`config.mk`:
```
export PLATFORM = sky130hd
export DESIGN_NAME = spmm_seq_ctrl
export DESIGN_NICKNAME = d
export VERILOG_FILES = /design/src/rtl/spmm_seq_ctrl.sv
export SDC_FILE = /design/constraint.sdc
export NUM_CORES = 1
export LEC_CHECK = 0
export BUFFER_PORTS_ARGS = -buffer_cell sky130_fd_sc_hd__clkbuf_2
export CAP_MARGIN = 25
export CORE_MARGIN = 2
export CORE_UTILIZATION = 49
export CTS_BUF_LIST = sky130_fd_sc_hd__clkbuf_4 sky130_fd_sc_hd__clkbuf_8
export DETAILED_ROUTE_END_ITERATION = 10
export MAX_ROUTING_LAYER = met4
export PLACE_DENSITY_LB_ADDON = 0.15
export RECOVER_POWER = 100
export SLEW_MARGIN = 0
export SYNTH_ARGS = -nofsm -noshare
export SYNTH_HDL_FRONTEND = slang
export SYNTH_SLANG_ARGS = --single-unit
```
`constraint.sdc`:
```
create_clock -name clock -period 1.33 [get_ports clock]
set_input_delay 0.0665 -clock clock [delete_from_list [all_inputs] [get_ports clock]]
set_output_delay 0.0665 -clock clock [all_outputs]
set_load 0.005 [all_outputs]
```
`src/rtl/spmm_seq_ctrl.sv`:
```
// spmm_seq_ctrl: job sequencer for the SpMM datapath.
// It loads the RHS in 4-row beats, streams the CSR LHS beats into the PE array,
// waits out the PE pipeline, and then drains the result in 4-row beats.
// It drives only control: write-enables, beat indices, ready flags and an error flag.
module spmm_seq_ctrl #(
  parameter int N        = 16,  // matrix dimension, multiple of 4, N >= 8
  parameter int PE_DELAY = 2,   // last PE input beat -> valid reduction output
  parameter int MAX_LHS  = N    // LHS beats per job before forced termination
) (
  input  logic                       clock,
  input  logic                       reset_n,
  input  logic                       rhs_start,
  output logic                       rhs_ready,
  output logic                       rhs_we,
  output logic [$clog2(N/4)-1:0]     rhs_beat,
  input  logic                       keep_rhs,
  output logic                       lhs_ready,
  input  logic                       lhs_start,
  input  logic                       lhs_last,
  output logic                       pe_en,
  output logic                       pe_clear,
  output logic [$clog2(MAX_LHS):0]   lhs_cnt,
  output logic                       out_ready,
  input  logic                       out_start,
  output logic [$clog2(N/4)-1:0]     out_beat,
  output logic                       out_valid,
  output logic                       busy,
  output logic                       err_proto
);

  localparam int BEATS = N / 4;
  localparam int BW    = $clog2(BEATS);
  localparam int CW    = $clog2(MAX_LHS) + 1;
  localparam int DW    = $clog2(PE_DELAY) + 1;

  localparam logic [BW-1:0] BEAT_LAST = BW'(BEATS - 1);
  localparam logic [CW-1:0] LHS_MAX   = CW'(MAX_LHS);
  // The cycle that accepts the last LHS beat counts as the first of the PE_DELAY
  // cycles. DRAIN therefore lasts PE_DELAY-1 cycles, and out_ready rises exactly
  // when the reduction output becomes valid. A PE_DELAY below 2 still spends one
  // cycle in DRAIN.
  localparam logic [DW-1:0] DRAIN_LAST = (PE_DELAY >= 2) ? DW'(PE_DELAY - 2) : '0;

  typedef enum logic [2:0] {
    S_IDLE,
    S_LOAD_RHS,
    S_WAIT_LHS,
    S_PROC,
    S_DRAIN,
    S_OUT_WAIT,
    S_OUTPUT
  } state_t;

  state_t          state_q, state_d;
  logic [BW-1:0]   beat_q, beat_d;       // shared by the RHS load and the output drain
  logic [CW-1:0]   lhs_cnt_q, lhs_cnt_d;
  logic [DW-1:0]   drain_q, drain_d;
  logic            err_q, err_d;
  logic [CW-1:0]   lhs_cnt_inc;

  assign lhs_cnt_inc = lhs_cnt_q + 1'b1;

  // State and counter registers. An async reset abandons any job in flight.
  // NOTE: sequential state uses non-blocking assignments, so every register
  // samples its pre-edge value and there are no evaluation-order races.
  always_ff @(posedge clock or negedge reset_n) begin
    if (!reset_n) begin
      state_q   <= S_IDLE;
      beat_q    <= '0;
      lhs_cnt_q <= '0;
      drain_q   <= '0;
      err_q     <= 1'b0;
    end else begin
      state_q   <= state_d;
      beat_q    <= beat_d;
      lhs_cnt_q <= lhs_cnt_d;
      drain_q   <= drain_d;
      err_q     <= err_d;
    end
  end

  // Next-state, counter updates and control-output decode.
  // NOTE: every signal assigned here gets a default first, so no path leaves
  // one unassigned and no latch is inferred.
  always_comb begin
    state_d   = state_q;
    beat_d    = beat_q;
    lhs_cnt_d = lhs_cnt_q;
    drain_d   = drain_q;
    err_d     = err_q;
    rhs_ready = 1'b0;
    rhs_we    = 1'b0;
    rhs_beat  = '0;
    lhs_ready = 1'b0;
    pe_en     = 1'b0;
    pe_clear  = 1'b0;
    out_ready = 1'b0;
    out_beat  = '0;
    out_valid = 1'b0;

    // A start strobe that arrives while the FSM is not waiting for it is a
    // protocol violation. The flag is sticky. A stray lhs_start is harmless.
    if (rhs_start && (state_q != S_IDLE))     err_d = 1'b1;
    if (out_start && (state_q != S_OUT_WAIT)) err_d = 1'b1;

    unique case (state_q)
      S_IDLE: begin
        rhs_ready = 1'b1;
        if (rhs_start) begin
          rhs_we  = 1'b1;          // beat 0 is written in the start cycle
          beat_d  = BW'(1);
          state_d = S_LOAD_RHS;
        end
      end

      S_LOAD_RHS: begin
        rhs_we   = 1'b1;
        rhs_beat = beat_q;
        if (beat_q == BEAT_LAST) begin
          pe_clear  = 1'b1;        // clear PE state as the last RHS beat is written
          beat_d    = '0;
          lhs_cnt_d = '0;
          state_d   = S_WAIT_LHS;
        end else begin
          beat_d = beat_q + 1'b1;
        end
      end

      // WAIT_LHS always enters with lhs_cnt_q == 0. Accepting its first beat is
      // therefore the same operation as accepting a beat in PROC.
      S_WAIT_LHS, S_PROC: begin
        lhs_ready = 1'b1;
        if (lhs_start) begin
          pe_en     = 1'b1;
          lhs_cnt_d = lhs_cnt_inc;
          if (lhs_last) begin
            drain_d = '0;
            state_d = S_DRAIN;
          end else if (lhs_cnt_inc == LHS_MAX) begin
            err_d   = 1'b1;        // runaway job: force termination
            drain_d = '0;
            state_d = S_DRAIN;
          end else begin
            state_d = S_PROC;
          end
        end
      end

      S_DRAIN: begin
        if (drain_q == DRAIN_LAST) begin
          drain_d = '0;
          state_d = S_OUT_WAIT;
        end else begin
          drain_d = drain_q + 1'b1;
        end
      end

      S_OUT_WAIT: begin
        out_ready = 1'b1;
        if (out_start) begin
          beat_d  = '0;
          state_d = S_OUTPUT;
        end
      end

      S_OUTPUT: begin
        out_valid = 1'b1;
        out_beat  = beat_q;
        if (beat_q == BEAT_LAST) begin
          beat_d    = '0;
          lhs_cnt_d = '0;
          if (keep_rhs) begin
            pe_clear = 1'b1;       // the RHS stays resident; only PE state is reset
            state_d  = S_WAIT_LHS;
          end else begin
            state_d  = S_IDLE;
          end
        end else begin
          beat_d = beat_q + 1'b1;
        end
      end

      default: state_d = S_IDLE;
    endcase
  end

  assign lhs_cnt   = lhs_cnt_q;
  assign busy      = (state_q != S_IDLE);
  assign err_proto = err_q;

endmodule

```
# == After elaboration in Yosys (flattened, before gate mapping) ==
# Index checks and enable logic that the tools add are counted.
# Widths: inputs -> output; s select.
# word_totals
reg_bits,13
inputBits,7
out_inout_bits,18
# op_classes
addsub,3
n_eq_ne,17
n_mux,42
n_reduce_logical,14
# op_table
op,count
$mux 3,8
$mux 2,10
$pmux 3 s6,1
$mux 1,16
$ne 2x2->1 const B,6
$mux 5,2
$pmux 5 s2,1
$eq 3x3->1 const B,3
$reduce_and 3->1,3
$eq 3x2->1 const B,2
$ne 3x3->1 const B,2
$pmux 2 s3,1
$reduce_and 6->1,1
$reduce_bool 3->1,2
$add 5x1->5 const B,1
$eq 5x5->1 const B,1
$add 2x1->2 const B,2
$pmux 1 s2,2
$pmux 2 s2,1
$reduce_bool 2->1,2
$reduce_or 2->1,2
$eq 3x1->1 const B,1
$logic_not 3->1,1
$eq 2x2->1 const B,1
3 further kinds,4

# == Depth between registers and ports, before layout ==
# Gate-level depths: netlist (run 1).
# depth
ltp_word,8
depth_mapped,6

# == Worst setup path before layout (run 1) ==
# OpenSTA, ideal clock, no wires.
# synth_path
kind,register to register
from,register beat_q[0]
to,register beat_q[0]
arrival_time_ns,1.327
required_ns,1.226
path_slack_ns,-0.101
stages_incl_launch_ff,7
path_cell_list,dfrtp_1 -> ha_1 -> clkbuf_2 -> or2_1 -> nand3_1 -> o21ai_0 -> a221oi_1
# synth_between
elab_chain_cells,3
elab_cells_between_ends,4
# synth_rtl
element,line_no,source
from (decl),55,"logic [BW-1:0] beat_q, beat_d;"
from (signal assigned),75,beat_q <= beat_d;
$add 2x1->2 / $eq 2x2->1 (equally long branches),n/a,
$mux 2 *,"119, 169",
$pmux 2 s3 *,106,unique case (state_q)
# Mark *: on every way between the ends. The rest lies on a longest branch, timed or not.
# A chain may end at the register's enable or synchronous reset.

# == Worst setup path in the final report (run 1) ==
# layout_path
from,register state_q[0]
to,output port busy
# layout_between
elab_chain_cells,1
# layout_rtl
element,line_no,source
from (decl),54,"state_t state_q, state_d;"
from (signal assigned),74,state_q <= state_d;
$reduce_bool 3->1,188,assign busy = (state_q != S_IDLE);
to (decl),27,"output logic busy,"
# No other way between the ends.

==> metrics.json, run 1 <==
{
  "finish": {
    "finalCoreUtilization_pct": 88.2,
    "final.fill_count": 88,
    "num_antenna_cells": 0,
    "num-nets-final": 192,
    "post_route_cells_drive_above_1_share_pct": 56.1,
    "final_common_cell": "sky130_fd_sc_hd__buf_4",
    "area_delta_synth_final_pct": 74.6,
    "final_cell_mix": "sky130_fd_sc_hd__buf_4, sky130_fd_sc_hd__buf_6, sky130_fd_sc_hd__clkbuf_2"
  },
  "sta": {
    "fin_worst_skew_ps": 1.83,
    "fmax_ghz": 0.623,
    "rsz0062_at_grt": "yes",
    "final.period_utilization_pct": 121,
    "timing.final.ws_setup_ps": -275,
    "worst_slew_margin_rel_pct": 49.6,
    "finalHoldViolations": 0,
    "final.setup.tns_ps": -2360,
    "tightest_slew_ps": 756,
    "period_minus_slack_ps": 1610,
    "timing_max_transition_violations_final": 0,
    "setup_viol": 22
  },
  "global_routing": {
    "grt-ovfl-total": 0,
    "grt_util_all_layers_pct": 29.0,
    "antenna_found_initial": 0,
    "number_of_global_route_vias_before_repair": 1037,
    "grt_start_max_net_pins": 14,
    "grt_pass1_wl_mm": 4.53
  },
  "clock_network": {
    "insertion_delay_ps": 290,
    "cts_sinks": 13,
    "clkSlewWorstSetupHoldPaths_ps": 90,
    "cts.htree.levels": 1,
    "tritoncts_clock_tree": "done",
    "cts_max_path_buffers": 2,
    "numCtsBuffers": 3,
    "clockRootBuffer": "sky130_fd_sc_hd__clkbuf_4"
  },
  "synth": {
    "ys_ff_latch": 13,
    "ys_async_sr_fraction_pct": 100,
    "syn-mean-instance-area_um2": 8.74,
    "netlist_area_um2": 961,
    "postSynthCellCount": 110,
    "yosysSeqAreaShare_pct": 33.9,
    "post_synth_num_cell_types": 43,
    "syn-num-nets": 121,
    "edff_count_synth": 0,
    "synth_flop_cell": "sky130_fd_sc_hd__dfrtp_1",
    "yosys_warnings": 0
  },
  "die": {
    "start_util_pct": 50.5,
    "top_level_ports": 25,
    "floorplan.die.height_um": 48.3,
    "core_area_um2": 1900,
    "rows": 16,
    "die_area_um2": 2330,
    "chipWidth_um": 48.3
  },
  "drt": {
    "drt_wl_total_mm": 3.92,
    "detail_route_antenna_nets": 0,
    "drt-vias-per-instance": 5.85,
    "routed_wire_length_per_instance_um": 18.9,
    "drt_iter0_markers": 42,
    "dr.pass1.iters": 4,
    "routed-via-count": 1211,
    "drc": 0
  },
  "worst_hold_path": {
    "worstHoldPathType": "input port to register"
  },
  "power_and_ir_drop": {
    "cell_area_power_density_nw_per_um2": 2480,
    "total_leakage_power_uw": 0.000778,
    "vdd_ir_drop_max_uv": 1490,
    "design_power_total_uw": 4160
  },
  "setup_path": {
    "cp-end-kind": "output pin",
    "crit_path_max_fo": 5,
    "worst-endpoint-arrival_ps": 1540,
    "category_of_the_worst_setup_path_launch_point": "register",
    "critPathRequiredTime_ps": 1260,
    "crit_type": "register to output pin"
  },
  "placement": {
    "buffer_ports.inserted": 24,
    "gp_routability_congestion": 0.871,
    "hpwl_mm": 1.94
  },
  "run": {
    "drv.max_cap_violation_count": 0
  },
  "status": {
    "violations": "setup timing",
    "run_status": "complete, but fails checks"
  }
}
## registers in the layout (all words and copies together), names as in the netlist
signal,flops
lhs_cnt,5
state_q,3
beat_q,2
drain_q,2
err_proto,1
## final timing paths
path                                             start                      to  slack (ps)  depth (start not counted)
worst max register to register  state_q[2]$_DFFE_PN0P_     err_proto$_DFF_PN0_        -170                          5
max in group asynchronous                      reset_n  state_q[1]$_DFFE_PN0P_         420                          2
worst min register to register     err_proto$_DFF_PN0_     err_proto$_DFF_PN0_         510                          1
min in group asynchronous                      reset_n  drain_q[0]$_DFFE_PN0P_         390                          2
worst min-delay path                          lhs_last  drain_q[1]$_DFFE_PN0P_         170                          4
worst max-delay path            state_q[0]$_DFFE_PN0P_                    busy        -280                          4
## metal layers
metal  up-vias  wire length [um]  share of wire, %  GRT usage (%)
met5         -                 0                 0              -
met4         0               150               3.8           16.2
met3        20               272               6.9           3.33
met2        80              2050                52           46.8
met1       567              1450                37           34.9
li1        544                 -                 -              -
## critical path, cell delays in order (launching register included)
cell	delay (ps)
sky130_fd_sc_hd__dfrtp_1	440
sky130_fd_sc_hd__buf_2	190
sky130_fd_sc_hd__nor3_1	390
sky130_fd_sc_hd__inv_1	100
sky130_fd_sc_hd__clkbuf_2	130
## where the power goes
part           internal, uW  total, uW  switching, uW
logic                  1610       3130           1520
clock network           137        284            147
registers               557        747            190
total                  2300       4160           1860
## repair_timing
| action | CTS | global route |
|---|---|---|
| gates cloned | 0 | 1 |
| endpoints found under the setup margin | 18 | 24 |
| pin swaps | 7 | 10 |
| setup buffers | 12 | 5 |
| hold endpoints to repair | 13 | 0 |
| hold buffers | 1 | 0 |
| resized for setup | 22 | 38 |
## cell usage after synthesis, types with 2 or more instances
cell type / number / area share, %
sky130_fd_sc_hd__dfrtp_1: 13 / 34
sky130_fd_sc_hd__a21oi_1: 8 / 4.2
sky130_fd_sc_hd__nor2_1: 8 / 3.1
sky130_fd_sc_hd__inv_1: 6 / 2.3
sky130_fd_sc_hd__nand2_1: 6 / 2.3
sky130_fd_sc_hd__nand2b_1: 5 / 3.3
sky130_fd_sc_hd__a22o_1: 4 / 3.6
sky130_fd_sc_hd__ha_1: 4 / 5.2
sky130_fd_sc_hd__nand3_1: 4 / 2.1
sky130_fd_sc_hd__o21ai_0: 4 / 2.1
sky130_fd_sc_hd__nor3_1: 3 / 1.6
sky130_fd_sc_hd__o21ai_1: 3 / 1.6
sky130_fd_sc_hd__a21o_1: 2 / 1.6
sky130_fd_sc_hd__a21oi_2: 2 / 1.8
sky130_fd_sc_hd__and2_1: 2 / 1.3
sky130_fd_sc_hd__buf_4: 2 / 1.6
sky130_fd_sc_hd__inv_2: 2 / 0.78
sky130_fd_sc_hd__nand3b_1: 2 / 1.6
sky130_fd_sc_hd__nor2b_1: 2 / 1.3
sky130_fd_sc_hd__nor4_1: 2 / 1.3
sky130_fd_sc_hd__o21bai_1: 2 / 1.6
sky130_fd_sc_hd__or3_1: 2 / 1.3
sky130_fd_sc_hd__xnor2_1: 2 / 1.8
## logic make-up (layout without fill, tap and decap cells)
logic type / Yosys count / count (layout) / synth area share [%]
adder cells (fa/ha/maj): 4 / 4 / 5.21
multiplexers: 2 / 2 / 2.21
AO/OA/AOI/OAI: 35 / 35 / 26.3
buffers and inverters: 13 / 83 / 6.90
flip-flops: 13 / 13 / 33.9
XOR/XNOR: 2 / 2 / 1.82
AND/OR/NAND/NOR: 41 / 41 / 23.7
## area by class of cell
class,instances,area [um2],share of cell area (%)
flip-flops and latches,13,327,19.5
inverters,8,40.0,2.39
multi-input cells,84,708,42.2
repair buffers,71,539,32.1
well taps,27,33.8,2.01
clock buffers,4,30.0,1.79
## stage by stage
step	hold slack [ps]	area (um2)	setup WS, ps	instances
floorplan	-229	976	-34.3	110
global placement	-22.5	1290	-14.8	184
detailed placement	-17.0	1290	-44.8	184
CTS	127	1500	-127	201
global route	193	1680	-482	207
finish	169	1680	-275	207
Power figures use the tool's default switching activity.
==> inputs of run 2 (changes only) <==
CORE_MARGIN = 10   (was 2)
GPL_ROUTABILITY_DRIVEN = 1   (was unset)
==> run 2 against run 1 <==
  * The flow still finishes with violations (setup timing)
  * Wire length grew 35%
  * Via count grew 14%
  * Final area increased by 1.8%
  * Die area increased by 77%
  * Cell count down 1.9%
  * Critical path depth increased by 1
  * Hold slack better by 79 ps
  * Highest routed layer unchanged
  * Total power grew 11%
  * Critical path type is now register to register
==> metrics.json, run 2 (synthesis results as in run 1) <==
{
  "placement": {
    "post_dp_cell_area_um2": 1280,
    "hpwl_mm": 2.10,
    "gp_routability_congestion": 0.869,
    "buffer_ports.inserted": 24
  },
  "setup_path": {
    "cp-end-kind": "register",
    "critical_path.top_delay_family": "flip-flops",
    "crit_path_max_fo": 7,
    "critPathRequiredTime_ps": 1500,
    "crit_type": "register to register",
    "reg2reg_depth": 5,
    "critical_path_depth": 5,
    "slowest_delay_ps": 490,
    "worst-endpoint-arrival_ps": 1750,
    "category_of_the_worst_setup_path_launch_point": "register",
    "critical_path.slowest_cell": "sky130_fd_sc_hd__dfrtp_2",
    "cp_num_buf_inv": 1,
    "r2r_slack_ps": -260,
    "worstPathCellList": "buf_6 > nand3b_1 > a21oi_2 > a21oi_4 > mux2_2"
  },
  "power_and_ir_drop": {
    "cell_area_power_density_nw_per_um2": 2720,
    "total_leakage_power_uw": 0.000772,
    "vdd_ir_drop_max_uv": 1770
  },
  "clock_network": {
    "cts_sinks": 13,
    "clkSlewWorstSetupHoldPaths_ps": 80,
    "tritoncts_clock_tree": "done",
    "cts_max_path_buffers": 2,
    "insertion_delay_ps": 280,
    "clockRootBuffer": "sky130_fd_sc_hd__clkbuf_4",
    "cts.htree.levels": 1,
    "numCtsBuffers": 3
  },
  "sta": {
    "timing.final.ws_setup_ps": -257,
    "tightest_slew_ps": 780,
    "finalHoldViolations": 0,
    "setup_viol": 24,
    "timing_max_transition_violations_final": 0,
    "fin_worst_skew_ps": 5.19,
    "worst_slew_margin_rel_pct": 48.0,
    "period_minus_slack_ps": 1590,
    "fmax_ghz": 0.630,
    "final.period_utilization_pct": 119,
    "rsz0062_at_grt": "yes"
  },
  "global_routing": {
    "number_of_global_route_vias_before_repair": 1170,
    "grt_pass1_wl_mm": 5.62,
    "antenna_found_initial": 0,
    "grt_start_max_net_pins": 14,
    "grt-ovfl-total": 0,
    "grt_util_all_layers_pct": 17.1
  },
  "finish": {
    "finalCoreUtilization_pct": 94.8,
    "final_design_area_no_fill_um2": 1710,
    "num-nets-final": 190,
    "post_route_cells_drive_above_1_share_pct": 57.9,
    "final_cell_mix": "sky130_fd_sc_hd__buf_4, sky130_fd_sc_hd__buf_6, sky130_fd_sc_hd__clkbuf_2",
    "final.fill_count": 53,
    "num_antenna_cells": 0,
    "largest_register_ffs": 5,
    "final_common_cell": "sky130_fd_sc_hd__buf_4",
    "area_delta_synth_final_pct": 77.7
  },
  "die": {
    "floorplan.die.height_um": 64.3,
    "rows": 15,
    "chipWidth_um": 64.3,
    "die_area_um2": 4130,
    "start_util_pct": 53.3,
    "top_level_ports": 25,
    "core_area_um2": 1800
  },
  "drt": {
    "drc": 0,
    "routed-via-count": 1383,
    "routed_wire_length_per_instance_um": 26.1,
    "detail_route_antenna_nets": 0,
    "drt_iter0_markers": 194,
    "drt_wl_total_mm": 5.30,
    "drt-vias-per-instance": 6.81,
    "dr.pass1.iters": 7
  },
  "worst_hold_path": {
    "instance_count_along_the_most_critical_hold_path": 4,
    "worstHoldPathType": "input port to register"
  },
  "status": {
    "violations": "setup timing",
    "run_status": "complete, but fails checks"
  },
  "run": {
    "drv.max_cap_violation_count": 0
  }
}
-- run 2: cell count changes in the layout (fill, tap and decap cells not counted), moves of 2 or more --
cell,previous run,this run
sky130_fd_sc_hd__buf_4,26,21
sky130_fd_sc_hd__buf_2,4,7
sky130_fd_sc_hd__nand2_1,5,3
sky130_fd_sc_hd__nand2_2,0,2
sky130_fd_sc_hd__inv_2,0,2
sky130_fd_sc_hd__inv_4,4,2
sky130_fd_sc_hd__clkbuf_2,14,12
-- run 2: cell type report --
cell class / instances / area [um2] / share of cell area, %
repair buffers: 69 / 522 / 30.5
multi-input cells: 84 / 762 / 44.6
well taps: 25 / 31.3 / 1.83
clock buffers: 4 / 30.0 / 1.76
flip-flops and latches: 13 / 328 / 19.2
inverters: 8 / 35.0 / 2.05
-- run 2: what timing repair did --
action,in CTS,in global routing
setup buffers,14,4
hold buffers,1,0
pin swaps,7,15
endpoints found under the setup margin,16,23
cloned,1,0
hold endpoints to repair,13,0
resized for setup,37,33
-- run 2: path summary, 6_finish.rpt --
check / from / endpoint
setup / recovery: state_q[1]$_DFFE_PN0P_ / lhs_cnt[0]$_DFFE_PN0P_
hold / removal: lhs_last / drain_q[1]$_DFFE_PN0P_
setup reg to reg: state_q[1]$_DFFE_PN0P_ / lhs_cnt[0]$_DFFE_PN0P_
hold reg to reg: err_proto$_DFF_PN0_ / err_proto$_DFF_PN0_
max in group asynchronous: reset_n / state_q[2]$_DFFE_PN0P_
min in group asynchronous: reset_n / state_q[0]$_DFFE_PN0P_
-- run 2: tightest hold or removal path: stages --
cell and delay [ps]:
sky130_fd_sc_hd__clkbuf_2 140, sky130_fd_sc_hd__nor3b_4 70, sky130_fd_sc_hd__o21ai_2 110, sky130_fd_sc_hd__o21ai_1 90
-- run 2: report_power, final --
group          switching [uW]  total, uW  internal (uW)
combinational            1830       3560           1730
sequential                247        806            560
clock                     134        271            137
-- run 2: metal layers --
layer  vias up  GRT usage, %  share of wire [%]
li1        539             -                  -
met1       625          18.0                 34
met2       154          28.6                 44
met3        65          4.01                 12
met4         0          10.2                9.6
met5         -             -                  0
-- run 2: stage by stage --
stage | hold slack, ps | std cells | TNS, ps | worst slack, ps | total power [uW]
final | 248 | 203 | -3300 | -257 | 4640
after global routing | 208 | 203 | -3700 | -278 | 4780
after CTS | 162 | 200 | -552 | -103 | 3740
after detailed placement | -18.8 | 180 | -324 | -114 | 2780
after global placement | -23.8 | 180 | -236 | -77.8 | 2730
after floorplan | -229 | 110 | -34.3 | -34.3 | 1910
